## src/rtl/pe_array_seq.sv

```systemverilog
// Sequencer that buffers a frame of samples, issues them to a PE array lane,
// and forwards the array's results with completion and timeout reporting.
module pe_array_seq #(
  parameter int DATA_WIDTH  = 8,
  parameter int N           = 8,
  parameter int N_OUT       = 8,
  parameter int LOAD_CYCLES = 2,
  parameter int TIMEOUT     = 64
) (
  input  logic                  clk,
  input  logic                  rst_n,
  input  logic                  start,
  input  logic                  cfg_sel_inv,
  input  logic [DATA_WIDTH-1:0] s_data,
  input  logic                  s_valid,
  output logic                  s_ready,
  output logic [DATA_WIDTH-1:0] arr_x,
  output logic                  arr_sumDiffSel,
  output logic                  arr_load,
  input  logic [DATA_WIDTH-1:0] arr_z,
  input  logic                  arr_valid,
  output logic [DATA_WIDTH-1:0] m_data,
  output logic                  m_valid,
  output logic                  busy,
  output logic                  done,
  output logic                  err
);

  localparam int AW = $clog2(N);
  localparam int CW = AW + 1;
  localparam int RW = $clog2(N_OUT) + 1;
  localparam int TW = $clog2(TIMEOUT) + 1;

  localparam logic [1:0] S_IDLE  = 2'd0;
  localparam logic [1:0] S_FILL  = 2'd1;
  localparam logic [1:0] S_ISSUE = 2'd2;
  localparam logic [1:0] S_DRAIN = 2'd3;

  localparam logic [CW-1:0] N_M1    = CW'(N - 1);
  localparam logic [CW-1:0] LC_W    = CW'(LOAD_CYCLES);
  localparam logic [RW-1:0] NOUT    = RW'(N_OUT);
  localparam logic [RW-1:0] NOUT_M1 = RW'(N_OUT - 1);
  localparam logic [TW-1:0] TO_M1   = TW'(TIMEOUT - 1);

  logic [1:0]            state;
  logic                  sel_inv;
  logic [CW-1:0]         fill_cnt;
  logic [CW-1:0]         issue_cnt;
  logic [CW-1:0]         nk;
  logic [RW-1:0]         res_cnt;
  logic [TW-1:0]         drain_cnt;
  logic [DATA_WIDTH-1:0] mem [N];

  logic active;
  logic finish;
  logic take;
  logic last;

  // done/err pulse while the FSM still sits in ISSUE/DRAIN; IDLE follows
  assign active  = (state == S_ISSUE) || (state == S_DRAIN);
  assign finish  = done || err;
  assign take    = active && !finish && arr_valid && (res_cnt < NOUT);
  assign last    = take && (res_cnt == NOUT_M1);
  assign nk      = issue_cnt + CW'(1);
  assign s_ready = (state == S_FILL);
  assign busy    = (state != S_IDLE);

  always_ff @(posedge clk) begin
    if (state == S_FILL && s_valid)
      mem[fill_cnt[AW-1:0]] <= s_data;
  end

  always_ff @(posedge clk or negedge rst_n) begin
    if (!rst_n) begin
      state          <= S_IDLE;
      sel_inv        <= 1'b0;
      fill_cnt       <= '0;
      issue_cnt      <= '0;
      res_cnt        <= '0;
      drain_cnt      <= '0;
      arr_x          <= '0;
      arr_sumDiffSel <= 1'b0;
      arr_load       <= 1'b0;
      m_data         <= '0;
      m_valid        <= 1'b0;
      done           <= 1'b0;
      err            <= 1'b0;
    end else begin
      done    <= last;
      m_valid <= take;
      err     <= 1'b0;
      if (take) begin
        m_data  <= arr_z;
        res_cnt <= res_cnt + RW'(1);
      end
      case (state)
        S_IDLE: begin
          if (start) begin
            state     <= S_FILL;
            sel_inv   <= cfg_sel_inv;
            fill_cnt  <= '0;
            issue_cnt <= '0;
            res_cnt   <= '0;
            drain_cnt <= '0;
          end
        end
        S_FILL: begin
          if (s_valid) begin
            fill_cnt <= fill_cnt + CW'(1);
            if (fill_cnt == N_M1) begin
              state          <= S_ISSUE;
              issue_cnt      <= '0;
              arr_x          <= mem[0];
              arr_sumDiffSel <= sel_inv;
              arr_load       <= (LC_W != '0);
            end
          end
        end
        S_ISSUE: begin
          if (finish || issue_cnt == N_M1) begin
            state          <= finish ? S_IDLE : S_DRAIN;
            drain_cnt      <= '0;
            arr_x          <= '0;
            arr_sumDiffSel <= 1'b0;
            arr_load       <= 1'b0;
          end else begin
            issue_cnt      <= nk;
            arr_x          <= mem[nk[AW-1:0]];
            arr_sumDiffSel <= nk[0] ^ sel_inv;
            arr_load       <= (nk < LC_W);
          end
        end
        S_DRAIN: begin
          if (finish) begin
            state <= S_IDLE;
          end else begin
            drain_cnt <= drain_cnt + TW'(1);
            if (drain_cnt == TO_M1 && !last)
              err <= 1'b1;
          end
        end
        default: state <= S_IDLE;
      endcase
    end
  end

endmodule

```

## config.mk

```make
export PLATFORM = sky130hd
export DESIGN_NAME = pe_array_seq
export DESIGN_NICKNAME = d
export VERILOG_FILES = /design/src/rtl/pe_array_seq.sv
export SDC_FILE = /design/constraint.sdc
export NUM_CORES = 1
export LEC_CHECK = 0
export CAP_MARGIN = 20
export CORE_MARGIN = 4
export CORE_UTILIZATION = 25
export DETAILED_ROUTE_END_ITERATION = 12
export SETUP_SLACK_MARGIN = 0.3
export SLEW_MARGIN = 40
export SYNTH_ARGS = -nofsm -noshare
export SYNTH_HDL_FRONTEND = slang
export SYNTH_SLANG_ARGS = --single-unit
export TNS_END_PERCENT = 5
```

## constraint.sdc

```tcl
create_clock -name clk -period 2.87 [get_ports clk]
set_clock_uncertainty 0.2 [all_clocks]
set_input_delay 0.574 -clock clk [delete_from_list [all_inputs] [get_ports clk]]
set_output_delay 0.574 -clock clk [all_outputs]
set_load 0.05 [all_outputs]
```

==> results.md <==
- Status: finished clean
- Area grow syn2layout: 23.73%
- Drt via density: 4.635
- Dpl cell area: 5279 sq um
- Initial Util: 0.2579
- TNS Setup: 0 ns
- Met2 Use GR: 0.1644
- FF+latch area: 2999 sq um
- Reg-to-Reg End: drain_cnt[3]$_DFFE_PN0P_
- Post-CTS setup buffer count: 0
- GRT overflow: 0
- Worst-margin pin slew: 0.8085 ns
- EDFF count, synth: 64
- Core area: 17540 sq um
- R2R Path Start: state[1]$_DFFE_PN0P_
- CP max stage delay: 0.86 ns
- DRT Pass-1 Iters: 4
- ANT nets after route: 0
- Internal power: 3581 uW
- Distinct cells, synth: 46
- Slew margin rel.: 0.4592
- Most Crowded Layer GR: met2
- Crit path time final: 2.487 ns
- Leak Pwr: 0.002022 uW
- First-pass GRT wire length: 15.69 mm
- RSZ-0062 raised after global routing: false
- CP cell instances: clkdlybuf4s50_1
- WP data arrival: 1.71 ns
- Fill cells: 1741
- Syn. warnings: 0
- Power density over the cells: 1038 nW/um^2
- # setup viols final: 0
- Max FO, Critical Path: 6
- H-Tree Level Count: 3
- Met1 Usage GRT: 0.1233
- Tcrit/Tclk final: 0.8665
- Hold Path Class: in2async
- GP Congestion: 0.8007
- P_sw: 2230 uW
- DPL Wire Length: 6.825 mm
- Worst Reg-to-Reg Cells: 4
- Most common cell after layout, fill and taps aside: edfxtp_1
- Worst R2R Setup Slack: 0.55 ns
- Total CTS buffers: 9
- Synth top area cells: edfxtp_1, dfrtp_1, mux4_2, mux2_2, nor2_1
- Num Clock Sinks: 107
- Worst vdd ir: 0.0004769 V
- CTS tree: done
- Setup ws final: 0.3833 ns
- Syn_nets: 335
- Reg clk slew, reported paths: 0.07 ns
- WS Path Type: reg2out
- Synth Register Bits: 107
- CP endpoint: done
- Sw frac: 0.3838
- Worst path bufs/invs: 1
- Top cell type's share of synthesized area: 0.4249
- Dpl ws: 0.4387 ns
- Gate power share: 0.403
- Largest delay share family, worst path: buffers and inverters
- Die area: 20310 sq um
- Post-Route WL: 9.568 mm
- Sequential share of power: 0.376
- Avg Cell Area, Syn: 14.64 sq um
- Ys flop type: edfxtp_1
- DRC: 0
- Die Wd: 142.5 microns
- Ports: 45
- Pins Over Slew Limit: 0
- Vias: 2753
- CTS root buf: clkbuf_16
- Nets@finish: 390
- Largest net degree at the start of global routing: 44
- Chip Height: 142.5 microns
- Startpoint types: register
- Most frequent cells in the layout: edfxtp_1, dfrtp_1, clkdlybuf4s50_1
- WL per Instance: 16.11 microns
- Worst path slowest cell: clkdlybuf4s50_1
- Post-synthesis sequential area ratio: 0.6628
- Clock power share: 0.221
- Port buffer count: 44
- Final Cell Area: 5597 sq um
- Multi-input gate area: 1448 sq um
- Synthesized cell area: 4523 sq um
- FP Rows: 48
- Worst endpoint required time: 2.10 ns
- FMAX: 0.4021 GHz
- Vias in the first global route: 2977
- Hold_buf cts: 0
- Critical path endpoint category: output port
- Levels on crit path: 1
- Global-route met3 utilization: 0.03192
- Final hold vios: 0
- Total GRT Usage: 0.09912
- Max_cap viols: 0
- Yosys top cell by area: edfxtp_1
- Initial antenna violation count: 0
- Clk_lat worst skew: 0.35 ns
- Clock tree buffer depth: 2
- 1st-iter DRT viols: 148
- Post-synthesis instance total: 309
- Share of post-route cells with drive strength above 1: 0.1707
- N_diodes: 0
- Asr flop ratio synth: 0.4019
- Critical Path Start: done$_DFF_PN0_
-- cell type report --
| cell class | instances | area share |
|---|---|---|
| Sequential cell | 107 | 0.5359 |
| Multi-Input combinational cell | 185 | 0.2587 |
| Clock inverter | 7 | 0.01654 |
| Tap cell | 225 | 0.05030 |
| Inverter | 3 | 0.002012 |
| Clock buffer | 9 | 0.04024 |
| Timing Repair Buffer | 58 | 0.09636 |
-- repair_timing --
action | CTS | global route
gates cloned | 0 | 0
setup endpoints to repair | 1 | 1
resized for setup | 1 | 1
-- sequential cells by signal (all words and copies together) (netlist names) --
signal          flops
state               2
arr_x               8
drain_cnt           7
err                 1
res_cnt             4
done                1
mem                64
m_valid             1
fill_cnt            4
arr_sumDiffSel      1
issue_cnt           4
sel_inv             1
arr_load            1
m_data              8
-- worst min-delay path by stage --
stage,startpoint,endpoint,slack (ns),cells after the start
4_1_cts,rst_n,drain_cnt[6]$_DFFE_PN0P_,0.03,1
6_report,rst_n,arr_x[3]$_DFFE_PN0P_,0.01,1
3_5_place_dp,drain_cnt[6]$_DFFE_PN0P_,err$_DFF_PN0_,0.25,1
3_3_place_gp,drain_cnt[6]$_DFFE_PN0P_,err$_DFF_PN0_,0.25,1
5_1_grt,rst_n,arr_x[3]$_DFFE_PN0P_,0.04,1
2_1_floorplan,rst_n,arr_load$_DFFE_PN0P_,0.08,0
-- power groups by stage --
stage          combinational [uW]  sequential [uW]  clock, uW
6_report                     2340             2180       1280
5_1_grt                      2550             2230       1400
4_1_cts                      2380             2180       1330
3_5_place_dp                 2380             2210          0
3_3_place_gp                 2350             2200          0
2_1_floorplan                1300             2560          0
-- cell families after synthesis --
kind of cell             Yosys count  share of synthesized area
AO/OA/AOI/OAI                     46                    0.06860
XOR/XNOR                           5                   0.009684
AND/OR/NAND/NOR                  102                     0.1206
buffers and inverters             17                    0.01826
multiplexers                      28                     0.1090
flip-flops                       107                     0.6628
adder cells (fa/ha/maj)            4                    0.01107
-- routing by layer --
metal  wire (microns)  share of wire
met5                0              0
met4               70         0.0073
met3              494          0.052
met2             4799           0.50
met1             4204           0.44
-- synthesized netlist by cell type, types with 2 or more instances --
cell type  instances
nand4b_1           3
buf_1              2
buf_6              2
a41oi_1            7
mux4_2            16
nand3_1           13
or2_2              2
and3_1             5
nor3_1             6
xnor2_1            2
clkbuf_1           7
o31ai_1            6
nand2b_1          10
xor2_1             3
inv_1              3
a21boi_0           2
or3_1              2
a21oi_1            6
buf_2              3
a21boi_1           2
nor2_1            27
a31oi_1            2
mux2i_1            2
ha_1               4
edfxtp_1          64
nor3b_1            2
nand2_1           19
o22ai_1            3
a22o_1             4
or4_1              4
nand3b_1           2
o21ai_0           10
dfrtp_1           43
mux2_2             9
-- per-stage QoR --
| step | hold slack, ns | instances | utilization | power, uW |
|---|---|---|---|---|
| 3_3_place_gp | 0.2542 | 578 | 0.3009 | 4553 |
| 4_1_cts | 0.03036 | 594 | 0.3191 | 5892 |
| 2_1_floorplan | 0.07841 | 309 | - | 3858 |
| 3_5_place_dp | 0.2516 | 578 | 0.3010 | 4589 |
| 5_1_grt | 0.04454 | 594 | 0.3191 | 6170 |
| 6_report | 0.01393 | 594 | 0.3191 | 5811 |
Note: power is estimated with default switching activity, not from simulation.
